## src/rtl/player_pkg.sv

```systemverilog
// Shared types for fifo_player: FSM states, word-space code, default widths.
package player_pkg;

    typedef enum logic [2:0] {
        IDLE,
        FETCH,
        LOAD,
        HOLD,
        GAP
    } state_t;

    localparam int         DEF_DATA_W = 4;
    localparam logic [3:0] SPACE_CODE = 4'hF;

endpackage

```

## src/rtl/cycle_timer.sv

```systemverilog
// Loadable down-counter with zero flag; saturates at zero.
module cycle_timer
    import player_pkg::*;
#(
    parameter int CNT_W = 25
) (
    input  logic             clk,
    input  logic             rst,
    input  logic             load,
    input  logic [CNT_W-1:0] load_val,
    output logic             zero
);

    logic [CNT_W-1:0] cnt_q;
    logic [CNT_W-1:0] cnt_d;

    always_comb begin
        cnt_d = cnt_q;
        if (load) begin
            cnt_d = load_val;
        end else if (cnt_q != '0) begin
            cnt_d = cnt_q - CNT_W'(1);
        end
    end

    always_ff @(posedge clk) begin
        if (rst) begin
            cnt_q <= '0;
        end else begin
            cnt_q <= cnt_d;
        end
    end

    assign zero = (cnt_q == '0);

endmodule

```

## src/rtl/fifo_player.sv

```systemverilog
// Drains a symbol FIFO, showing each symbol for HOLD then blanking for GAP.
// Optional PLAYER_SPACE_EN: SPACE_CODE plays as a blank slot.
module fifo_player
    import player_pkg::*;
#(
    parameter int DATA_W      = DEF_DATA_W,
    parameter int HOLD_CYCLES = 25000000,
    parameter int GAP_CYCLES  = 12500000,
    parameter int CNT_W       = 25
) (
    input  logic              clk,
    input  logic              rst,
    input  logic              start,
    input  logic              stop,
    input  logic              fifo_empty,
    input  logic [DATA_W-1:0] fifo_data,
    output logic              fifo_re,
    output logic [DATA_W-1:0] sym_out,
    output logic              sym_valid,
    output logic              busy,
    output logic              done
);

    localparam logic [CNT_W-1:0] HOLD_LD = CNT_W'(HOLD_CYCLES - 1);
    localparam logic [CNT_W-1:0] GAP_LD  = CNT_W'(GAP_CYCLES - 1);

    state_t            state_q, state_d;
    logic [DATA_W-1:0] sym_out_q, sym_out_d;
    logic              sym_valid_q, sym_valid_d;
    logic              done_q, done_d;
    logic              tmr_load;
    logic [CNT_W-1:0]  tmr_val;
    logic              tmr_zero;

    cycle_timer #(
        .CNT_W(CNT_W)
    ) u_timer (
        .clk     (clk),
        .rst     (rst),
        .load    (tmr_load),
        .load_val(tmr_val),
        .zero    (tmr_zero)
    );

    always_comb begin
        state_d     = state_q;
        sym_out_d   = sym_out_q;
        sym_valid_d = sym_valid_q;
        done_d      = 1'b0;
        tmr_load    = 1'b0;
        tmr_val     = HOLD_LD;
        if (stop) begin
            state_d     = IDLE;
            sym_valid_d = 1'b0;
        end else begin
            unique case (state_q)
                IDLE: begin
                    if (start) begin
                        if (fifo_empty) done_d = 1'b1;
                        else            state_d = FETCH;
                    end
                end
                FETCH: begin
                    if (fifo_empty) begin
                        state_d = IDLE;
                        done_d  = 1'b1;
                    end else begin
                        state_d = LOAD;
                    end
                end
                LOAD: begin
                    tmr_load = 1'b1;
                    tmr_val  = HOLD_LD;
                    state_d  = HOLD;
`ifdef PLAYER_SPACE_EN
                    if (fifo_data != DATA_W'(SPACE_CODE)) begin
                        sym_out_d   = fifo_data;
                        sym_valid_d = 1'b1;
                    end
`else
                    sym_out_d   = fifo_data;
                    sym_valid_d = 1'b1;
`endif
                end
                HOLD: begin
                    if (tmr_zero) begin
                        sym_valid_d = 1'b0;
                        tmr_load    = 1'b1;
                        tmr_val     = GAP_LD;
                        state_d     = GAP;
                    end
                end
                GAP: begin
                    if (tmr_zero) begin
                        if (fifo_empty) begin
                            state_d = IDLE;
                            done_d  = 1'b1;
                        end else begin
                            state_d = FETCH;
                        end
                    end
                end
                default: state_d = IDLE;
            endcase
        end
    end

    always_ff @(posedge clk) begin
        if (rst) begin
            state_q     <= IDLE;
            sym_out_q   <= '0;
            sym_valid_q <= 1'b0;
            done_q      <= 1'b0;
        end else begin
            state_q     <= state_d;
            sym_out_q   <= sym_out_d;
            sym_valid_q <= sym_valid_d;
            done_q      <= done_d;
        end
    end

    assign fifo_re   = (state_q == FETCH) & ~fifo_empty;
    assign busy      = (state_q != IDLE);
    assign sym_out   = sym_out_q;
    assign sym_valid = sym_valid_q;
    assign done      = done_q;

endmodule

```

## config.mk

```make
export PLATFORM = sky130hd
export DESIGN_NAME = fifo_player
export DESIGN_NICKNAME = d
export VERILOG_FILES = /design/src/rtl/player_pkg.sv /design/src/rtl/cycle_timer.sv /design/src/rtl/fifo_player.sv
export SDC_FILE = /design/constraint.sdc
export NUM_CORES = 1
export LEC_CHECK = 0
export BUFFER_PORTS_ARGS = -buffer_cell sky130_fd_sc_hd__buf_2
export CORE_MARGIN = 2
export CORE_UTILIZATION = 37
export DETAILED_ROUTE_END_ITERATION = 8
export GPL_ROUTABILITY_DRIVEN = 0
export GPL_TIMING_DRIVEN = 0
export PLACE_DENSITY = 0.54
export SETUP_SLACK_MARGIN = 0.02
export SYNTH_ARGS = -nofsm -noshare
export SYNTH_HDL_FRONTEND = slang
export SYNTH_SLANG_ARGS = --single-unit
```

## constraint.sdc

```tcl
create_clock -name clk -period 5 [get_ports clk]
set_input_delay 0.25 -clock clk [delete_from_list [all_inputs] [get_ports clk]]
set_output_delay 0.25 -clock clk [all_outputs]
set_load 0.005 [all_outputs]
```

* Word level (Yosys, flattened, before mapping)
Cells that the tools add are included.
Cells by class: add/subtract/negate cells 1, multiply operators 0, div/mod/pow operators 0, $lt $le $gt $ge 0, eq/ne operators 8, shift operators 0, muxes and demuxes 21, bitwise logic cells 3, reductions and logical operators 10
Operators by type and width (count):
- 2-to-1 mux 25 bit | 5
- zero test 25 bit | 1
- nonzero test 25 bit | 1
- subtractor 25 x 1 -> 25 bit (second input constant) | 1
- one-hot mux 3 bit (5 select lines) | 1
- 2-to-1 mux 3 bit | 4
- != test 2 bit (second input constant) | 4
- 2-to-1 mux 1 bit | 7
- == test 3 x 2 -> 1 bit (second input constant) | 2
- one-hot mux 1 bit (2 select lines) | 2
- AND reduction 2 bit | 2
- AND reduction 4 bit | 1
- nonzero test 2 bit | 2
- == test 3 x 1 -> 1 bit (second input constant) | 1
- == test 3 bit (second input constant) | 1
- zero test 3 bit | 1
- one-hot mux 1 bit (3 select lines) | 1
- nonzero test 3 bit | 1
- 2-to-1 mux 2 bit | 1
- NOT 1 bit | 2
- OR reduction 2 bit | 1
- bitwise AND 1 bit | 1
Word-level totals: register bits after elaboration 34, latch bits 0, RAM bits 0, memory bits (read-only) 0, input bits 9, output and inout bits 8, memories 0

* Depth between registers and ports, before layout
Gate-level depths: netlist of the first run.
word-level depth 5, gate-level depth with buffers 8, mapped depth without buffers 7

* By module
A second synthesis of the first run with hierarchy kept.
Second synthesis, totals: cells, all modules 209, area total of the unflattened synthesis 1829.3 µm²
Modules (own cells, without submodules):
- cycle_timer | instances 1, cells an instance 155, area each 1350.0 µm²
- fifo_player | instances 1, cells an instance 54, area each 479.2 µm²

* Worst setup path after synthesis of the first run
Ideal clock, no wire load.
kind reg2reg, from reg u_timer.cnt_q[8], to reg u_timer.cnt_q[20], library setup time 131 ps, arrival time 2109 ps, data required time 4869 ps, path slack 2759 ps, stages on the path, launching flop included 8, path buffers 2, clock period less this slack 2241 ps, cell sequence dfxtp_1 -> or4_1 -> buf_2 -> or4_1 -> buf_2 -> nor3_4 -> mux2i_1 -> a21oi_1
On the way: word-level cells in the longest chain between the ends 5, elaborated cells on any way between the ends 9, classes of those cells add/sub: 1; mux: 5; reduce/logical: 3
Ends and longest elaborated chain:
- from (decl) | RTL line cycle_timer.sv:14 | logic [CNT_W-1:0] cnt_q;
- from (signal assigned) | RTL line cycle_timer.sv:30 | cnt_q <= cnt_d;
- parallel branches: the longest is 5 deep, another holds subtractor 25 x 1 -> 25 bit
Parallel ways; which one is timed is not known. The select of a mux whose other input is x is not followed. A chain may end at the register's enable or synchronous reset.

* Final worst setup path of the first run
from reg u_timer.cnt_q[0], to reg u_timer.cnt_q[0]
The elaborated chain is that of the path after synthesis.

==> flow_summary_export.csv, run 1 <==
group,metric,value,unit
clock_tree,cts_hold_buf,0,
final_layout,syn_to_final_growth,12.8,%
route,ant_nets,0,
yosys,ys_seq_elements,34,
clock_tree,ctsResizeCount,0,
place,hpwl,3.40,mm
sta,timing_hold_violations_final,0,
status,status,"completed",
clock_tree,cts_buffers,5,
yosys,ys_types,45,
yosys,netlist_top_cells_area,"dfxtp_1 (38%), a21oi_1 (6.5%), nor2_1 (4.0%)",
sta,slew_headroom,51.0,%
final_layout,fillers,494,
sta,min_period_over_period,55.9,%
place,placed_area,0.00192,mm2
yosys,yosysSeqAreaShare,38.3,%
route,firstDrtPassIters,4,
sta,fin_crit,2790,ps
clock_tree,cts_max_level,2,
critical_path,worstSetupPathType,"reg2reg",
yosys,ys_async_sr_fraction,0,%
route,wl,4.63,mm
route,viasPerCell,5.59,
critical_path,cp-end-kind,"flop",
clock_tree,cts_root_buffer,"clkbuf_8",
final_layout,seqCellArea,681,um2
sta,setup-tns-final,0,ps
final_layout,num-nets-final,253,
power,p_leak,0.740,nW
yosys,syn_area,0.00178,mm2
clock_tree,clock_path_buffers,2,
clock_tree,clock_sinks,34,
sta,rsz0062_at_grt,"no",
sta,setup_viol,0,
final_layout,drive_gt1_share,15.2,%
worst_hold_path,worstHoldStart,"fifo_data[2]",
final_layout,final_area,0.00200,mm2
critical_path,cp.required,5150,ps
yosys,synth-main-ff-cell,"dfxtp_1",
die,fp.dieW,73.3,um
critical_path,startpoint_type,"flop",
power,irDropWorstVdd,0.490,mV
place,io_buffers,16,
critical_path,r2r_start,"u_timer.cnt_q[0]",
clock_tree,path_clk_slew,70,ps
final_layout,multiInputGateArea,0.00104,mm2
global_routing,grt_max_degree,11,
worst_hold_path,hp-class,"in2reg",
sta,tightest_slew,733,ps
yosys,yosys.area.top_type,"dfxtp_1",
yosys,synth_edf_count,0,
clock_tree,cts_tree,"yes",
die,core_area,0.00466,mm2
die,die_h,73.3,um
route,num_vias,1659,
die,ioPinCount,17,
sta,drv_slew,0,
final_layout,num_antenna_cells,0,
global_routing,antenna_found_initial,0,
route,routedWlPerCell,15.6,um
clock_tree,clk_latency,280,ps
die,start_util,38.1,%
clock_tree,post_cts_buffers,0,
critical_path,cp.arrival,2950,ps
sta,skew,6.26,ps
route,drc,0,
die,dieArea,0.00537,mm2
global_routing,grt_pass1_wl,7.62,mm
global_routing,grt_pass1_vias,1477,
yosys,syn_nets,230,
sta,fmax,358,MHz
route,initialDrtViolationCount,156,
global_routing,track_usage,18.7,%
global_routing,overflow,0,
die,placementRows,25,
power,power_density,712,mW/mm2
yosys,syn-instance-count,220,
critical_path,cp_max_fo,10,
critical_path,cp-startpoint,"u_timer.cnt_q[0]",
yosys,yosys_warnings,0,
yosys,syn-mean-instance-area,8.07,um2
yosys,synth_top_area_share,38.3,%
flow_run,max-cap-violations,0,
[worst max-delay path: stages, from the launching register on]
cell,delay (ps)
dfxtp_1,350
inv_1,90
ha_1,200
or3b_2,480
nor2_1,440
nand3_1,410
clkbuf_1,370
o21ai_0,230
a21oi_1,90
[kinds of logic after synthesis]
group,Yosys count,synth area share [%]
simple gates,100,31.3
mux,1,0.564
flops,34,38.3
xor+xnor,10,4.93
buf+inv,15,3.31
fa+ha+maj,1,0.705
compound gates,59,20.9
[cell usage after synthesis, types with 2 or more instances]
cell	n
or3_1	2
o21ai_1	5
or3b_2	2
or2_2	6
nand2_1	17
nand2b_1	4
dfxtp_1	34
nand3b_1	2
a31oi_1	6
clkbuf_1	9
nor4_1	10
nor3_1	8
nor4b_1	2
xnor2_1	5
inv_1	4
a211oi_1	2
nor2b_1	2
nand4_1	2
a211o_1	2
and3_1	3
or4_1	7
nor2_1	19
xor2_1	5
a21oi_1	23
o21ai_0	9
buf_2	2
o31ai_1	3
nand3_1	8
[where the power goes]
group / total, mW / switching, mW / internal (mW)
logic: 0.805 / 0.488 / 0.318
registers: 0.428 / 0.0830 / 0.345
clock network: 0.192 / 0.0987 / 0.0934
[cell usage in the layout, fill, tap and decap left out, types with 2 or more instances in the layout]
cell / Yosys / final
dfxtp_1: 34 / 34
a21oi_1: 23 / 23
nor2_1: 19 / 19
buf_2: 2 / 18
nand2_1: 17 / 17
nor4_1: 10 / 10
clkbuf_1: 9 / 9
o21ai_0: 9 / 9
nand3_1: 8 / 8
nor3_1: 8 / 8
or4_1: 7 / 7
or2_2: 6 / 6
a31oi_1: 6 / 6
xnor2_1: 5 / 5
o21ai_1: 5 / 5
xor2_1: 5 / 5
clkbuf_8: 0 / 5
inv_1: 4 / 4
nand2b_1: 4 / 4
and3_1: 3 / 3
o31ai_1: 3 / 3
or3_1: 2 / 2
nor4b_1: 2 / 2
or3b_2: 2 / 2
nand4_1: 2 / 2
a211o_1: 2 / 2
a211oi_1: 2 / 2
nor2b_1: 2 / 2
nand3b_1: 2 / 2
clkinv_2: 0 / 2
[layer usage]
layer / vias to the layer above / global-route usage, % / part of all wire, %
li1: 854 / - / -
met4: 0 / 4.94 / 0.86
met1: 781 / 28.5 / 54
met5: - / 0 / 0
met2: 19 / 26.5 / 43
met3: 5 / 3.70 / 2.1
[state kept, by name, summed over array words and instances (netlist names)]
name           cells
state_q            3
u_timer.cnt_q     25
sym_valid          1
sym_out            4
done               1
[through the flow]
stage | hold WS [ps] | power [mW] | instances | worst slack (ps) | utilization (%)
3_5_place_dp | 448 | 1.22 | 290 | 2250 | 41.3
2_1_floorplan | 386 | 1.05 | 220 | 2760 | -
4_1_cts | 194 | 1.42 | 297 | 2230 | 43.0
5_1_grt | 197 | 1.54 | 297 | 2020 | 43.0
3_3_place_gp | 441 | 1.23 | 290 | 2250 | 41.3
6_report | 200 | 1.43 | 297 | 2210 | 43.0
[final timing paths]
kind / end / slack, ps / cells after the start
max: u_timer.cnt_q[0] / 2210 / 8
min: sym_out[2] / 200 / 3
max reg2reg: u_timer.cnt_q[0] / 2210 / 8
min reg2reg: sym_out[3] / 450 / 2
[cell type report]
class                           count  area share [%]
Clock buffer                        5            3.44
Tap cell                           54            3.38
Timing Repair Buffer               16            4.00
Clock inverter                      2           0.500
Multi-Input combinational cell    171            51.7
Buffer                             11            2.19
Sequential cell                    34            34.0
Inverter                            4           0.750
(Power assumes the default switching activity.)
==> inputs of run 2 (changes only) <==
--- a/config.mk
+++ b/config.mk
@@ -5,13 +5,14 @@
 export SDC_FILE = /design/constraint.sdc
 export NUM_CORES = 1
 export LEC_CHECK = 0
+export ABC_AREA = 1
 export BUFFER_PORTS_ARGS = -buffer_cell sky130_fd_sc_hd__buf_2
 export CORE_MARGIN = 2
 export CORE_UTILIZATION = 37
 export DETAILED_ROUTE_END_ITERATION = 8
 export GPL_ROUTABILITY_DRIVEN = 0
 export GPL_TIMING_DRIVEN = 0
-export PLACE_DENSITY = 0.54
+export PLACE_DENSITY = 0.56
 export SETUP_SLACK_MARGIN = 0.02
 export SYNTH_ARGS = -nofsm -noshare
 export SYNTH_HDL_FRONTEND = slang
==> constraint.sdc (replaced) <==
create_clock -name clk -period 2.3 [get_ports clk]
set_input_delay 0.115 -clock clk [delete_from_list [all_inputs] [get_ports clk]]
set_output_delay 0.115 -clock clk [all_outputs]
set_load 0.005 [all_outputs]
==> run 2 against run 1 <==
Net effect: critical path type unchanged; clock-buffer cell count is 2 higher; power is 100% higher; first-iteration DRC count is 44% lower; die area is 8.4% higher; worst setup slack worse by 2000 ps; critical path depth is 1 higher; hold slack worse by 120 ps.
==> flow_summary_export.csv, run 2 <==
group,metric,value,unit
global_routing,grt_max_degree,11,
place,io_buffers,15,
final_layout,num-nets-final,320,
die,core_area,0.00507,mm2
clock_tree,clock_path_buffers,2,
final_layout,final_core_util,43.1,%
critical_path,r2r_end,"u_timer.cnt_q[5]",
global_routing,grt_pass1_vias,1649,
global_routing,overflow,0,
route,initialDrtViolationCount,88,
final_layout,num_antenna_cells,0,
yosys,netlist_top_cells_area,"dfxtp_1 (35%), nand2_1 (12%), nor2_1 (12%)",
yosys,syn-instance-count,288,
place,dp_cells,373,
yosys,yosys.area.top_type,"dfxtp_1",
final_layout,fin_cells,381,
global_routing,grt_pass1_wl,7.53,mm
critical_path,cpMaxStageDelayCell,"dfxtp_1",
final_layout,fillers,574,
sta,skew,4.26,ps
place,pre_cts_ws,203,ps
critical_path,worstSetupPathType,"reg2reg",
clock_tree,cts_buffers,5,
die,dieArea,0.00582,mm2
yosys,yosysMostFrequentCell,"nand2_1",
clock_tree,clk_latency,280,ps
route,num_vias,1796,
place,placed_area,0.00210,mm2
clock_tree,post_cts_buffers,0,
route,wl_met3,168,um
power,irDropWorstVdd,0.646,mV
route,drc,0,
sta,timing_hold_violations_final,0,
final_layout,largest_reg_flops,25,
critical_path,max_stage_delay,340,ps
global_routing,antenna_found_initial,0,
route,met2_length,1.96,mm
critical_path,cp_max_fo,10,
die,start_util,38.1,%
yosys,ys_seq_elements,34,
route,ant_nets,0,
yosys,syn-mean-instance-area,6.71,um2
sta,fin_crit,2090,ps
worst_hold_path,hp-class,"in2reg",
flow_run,max-cap-violations,0,
critical_path,cp.arrival,2260,ps
worst_hold_path,holdPathStages,3,
clock_tree,cts_root_buffer,"clkbuf_8",
sta,rsz0062_at_grt,"no",
sta,setup-tns-final,0,ps
sta,drv_slew,0,
yosys,yosysSeqAreaShare,35.2,%
critical_path,crit_chain,"inv_1 -> ha_1 -> nand2_2 -> nor2_8 -> nand2_4 -> nor2_8 -> o211ai_1 -> nand2_2 -> nor2_1",
yosys,ys_async_sr_fraction,0,%
sta,min_period_over_period,90.9,%
final_layout,layout_commonest_cell,"nand2_1",
clock_tree,cts_tree,"yes",
power,power_density,1310,mW/mm2
critical_path,r2r_slack,210,ps
sta,setup_viol,0,
clock_tree,cts_max_level,2,
yosys,synth_edf_count,0,
final_layout,seqCellArea,681,um2
critical_path,ff2ff_path_depth,9,
critical_path,cp-end-kind,"flop",
clock_tree,ctsResizeCount,0,
critical_path,cp-startpoint,"u_timer.cnt_q[0]",
route,routedWlPerCell,11.7,um
route,wl_met1,2.28,mm
global_routing,track_usage,16.2,%
die,placementRows,26,
die,die_h,76.3,um
sta,layout_setup_ws,210,ps
sta,fmax,479,MHz
yosys,synth-main-ff-cell,"dfxtp_1",
final_layout,final_area,0.00219,mm2
power,power,2.86,mW
final_layout,syn_to_final_growth,13.1,%
route,wl,4.46,mm
place,hpwl,3.42,mm
yosys,syn_area,0.00193,mm2
status,status,"completed",
critical_path,cp.required,2470,ps
yosys,synth_top_area_share,35.2,%
sta,tightest_slew,582,ps
clock_tree,path_clk_slew,70,ps
sta,slew_headroom,61.0,%
route,viasPerCell,4.71,
die,fp.dieW,76.3,um
final_layout,top_register,"u_timer.cnt_q",
final_layout,drive_gt1_share,13.2,%
power,p_leak,1.03,nW
critical_path,r2r_start,"u_timer.cnt_q[0]",
route,firstDrtPassIters,4,
yosys,ys_types,31,
yosys,ys_top_cells_by_count,"nand2_1 (64), nor2_1 (62), dfxtp_1 (34)",
critical_path,startpoint_type,"flop",
final_layout,multiInputGateArea,0.00111,mm2
route,routed.top_layer,"met4",
clock_tree,cts_hold_buf,0,
die,ioPinCount,17,
critical_path,crit_end,"u_timer.cnt_q[5]",
yosys,yosys_warnings,0,
clock_tree,clock_sinks,34,
sta,hold_slack,75.9,ps
yosys,syn_nets,298,
final_layout,final_cell_mix,"nand2_1 (64), nor2_1 (62), dfxtp_1 (34), inv_1 (31), a21oi_1 (25)",
==> run 2: worst max-delay path: cells and delay by family, from the launching register on <==
| kind | cells | cell delay, ps |
|---|---|---|
| fa+ha+maj | 1 | 210 |
| flops | 1 | 340 |
| buf+inv | 1 | 120 |
| compound gates | 1 | 290 |
| simple gates | 6 | 1020 |
==> run 2: cell families after synthesis <==
logic type      count (synthesis)  share of synthesized area [%]
flops                          34                           35.2
compound gates                 37                           10.9
simple gates                  164                           38.8
buf+inv                        36                           7.25
fa+ha+maj                       1                          0.647
xor+xnor                       16                           7.25
==> run 2: report_power, final <==
part | internal [mW] | switching, mW | total [mW]
logic | 0.559 | 0.998 | 1.56
registers | 0.725 | 0.122 | 0.847
clock network | 0.242 | 0.216 | 0.458
==> run 2: area by class of cell <==
type	count	share of cell area [%]
Sequential cell	34	31.1
Buffer	3	0.629
Inverter	33	5.78
Multi-Input combinational cell	218	50.9
Clock inverter	1	0.229
Tap cell	70	4.00
Clock buffer	7	3.95
Timing Repair Buffer	15	3.43
==> run 2: per-layer routing <==
metal	global-route usage, %	vias up
li1	-	963
met1	21.6	801
met2	26.7	27
met3	3.20	5
met4	4.36	0
met5	0	-
==> run 2: how the worst min path moves through the flow <==
stage	from	to
floorplan	fifo_data[0]	sym_out[0]
global placement	fifo_data[2]	sym_out[2]
global route	fifo_data[1]	sym_out[1]
CTS	fifo_data[0]	sym_out[0]
detailed placement	fifo_data[0]	sym_out[0]
finish	fifo_data[0]	sym_out[0]
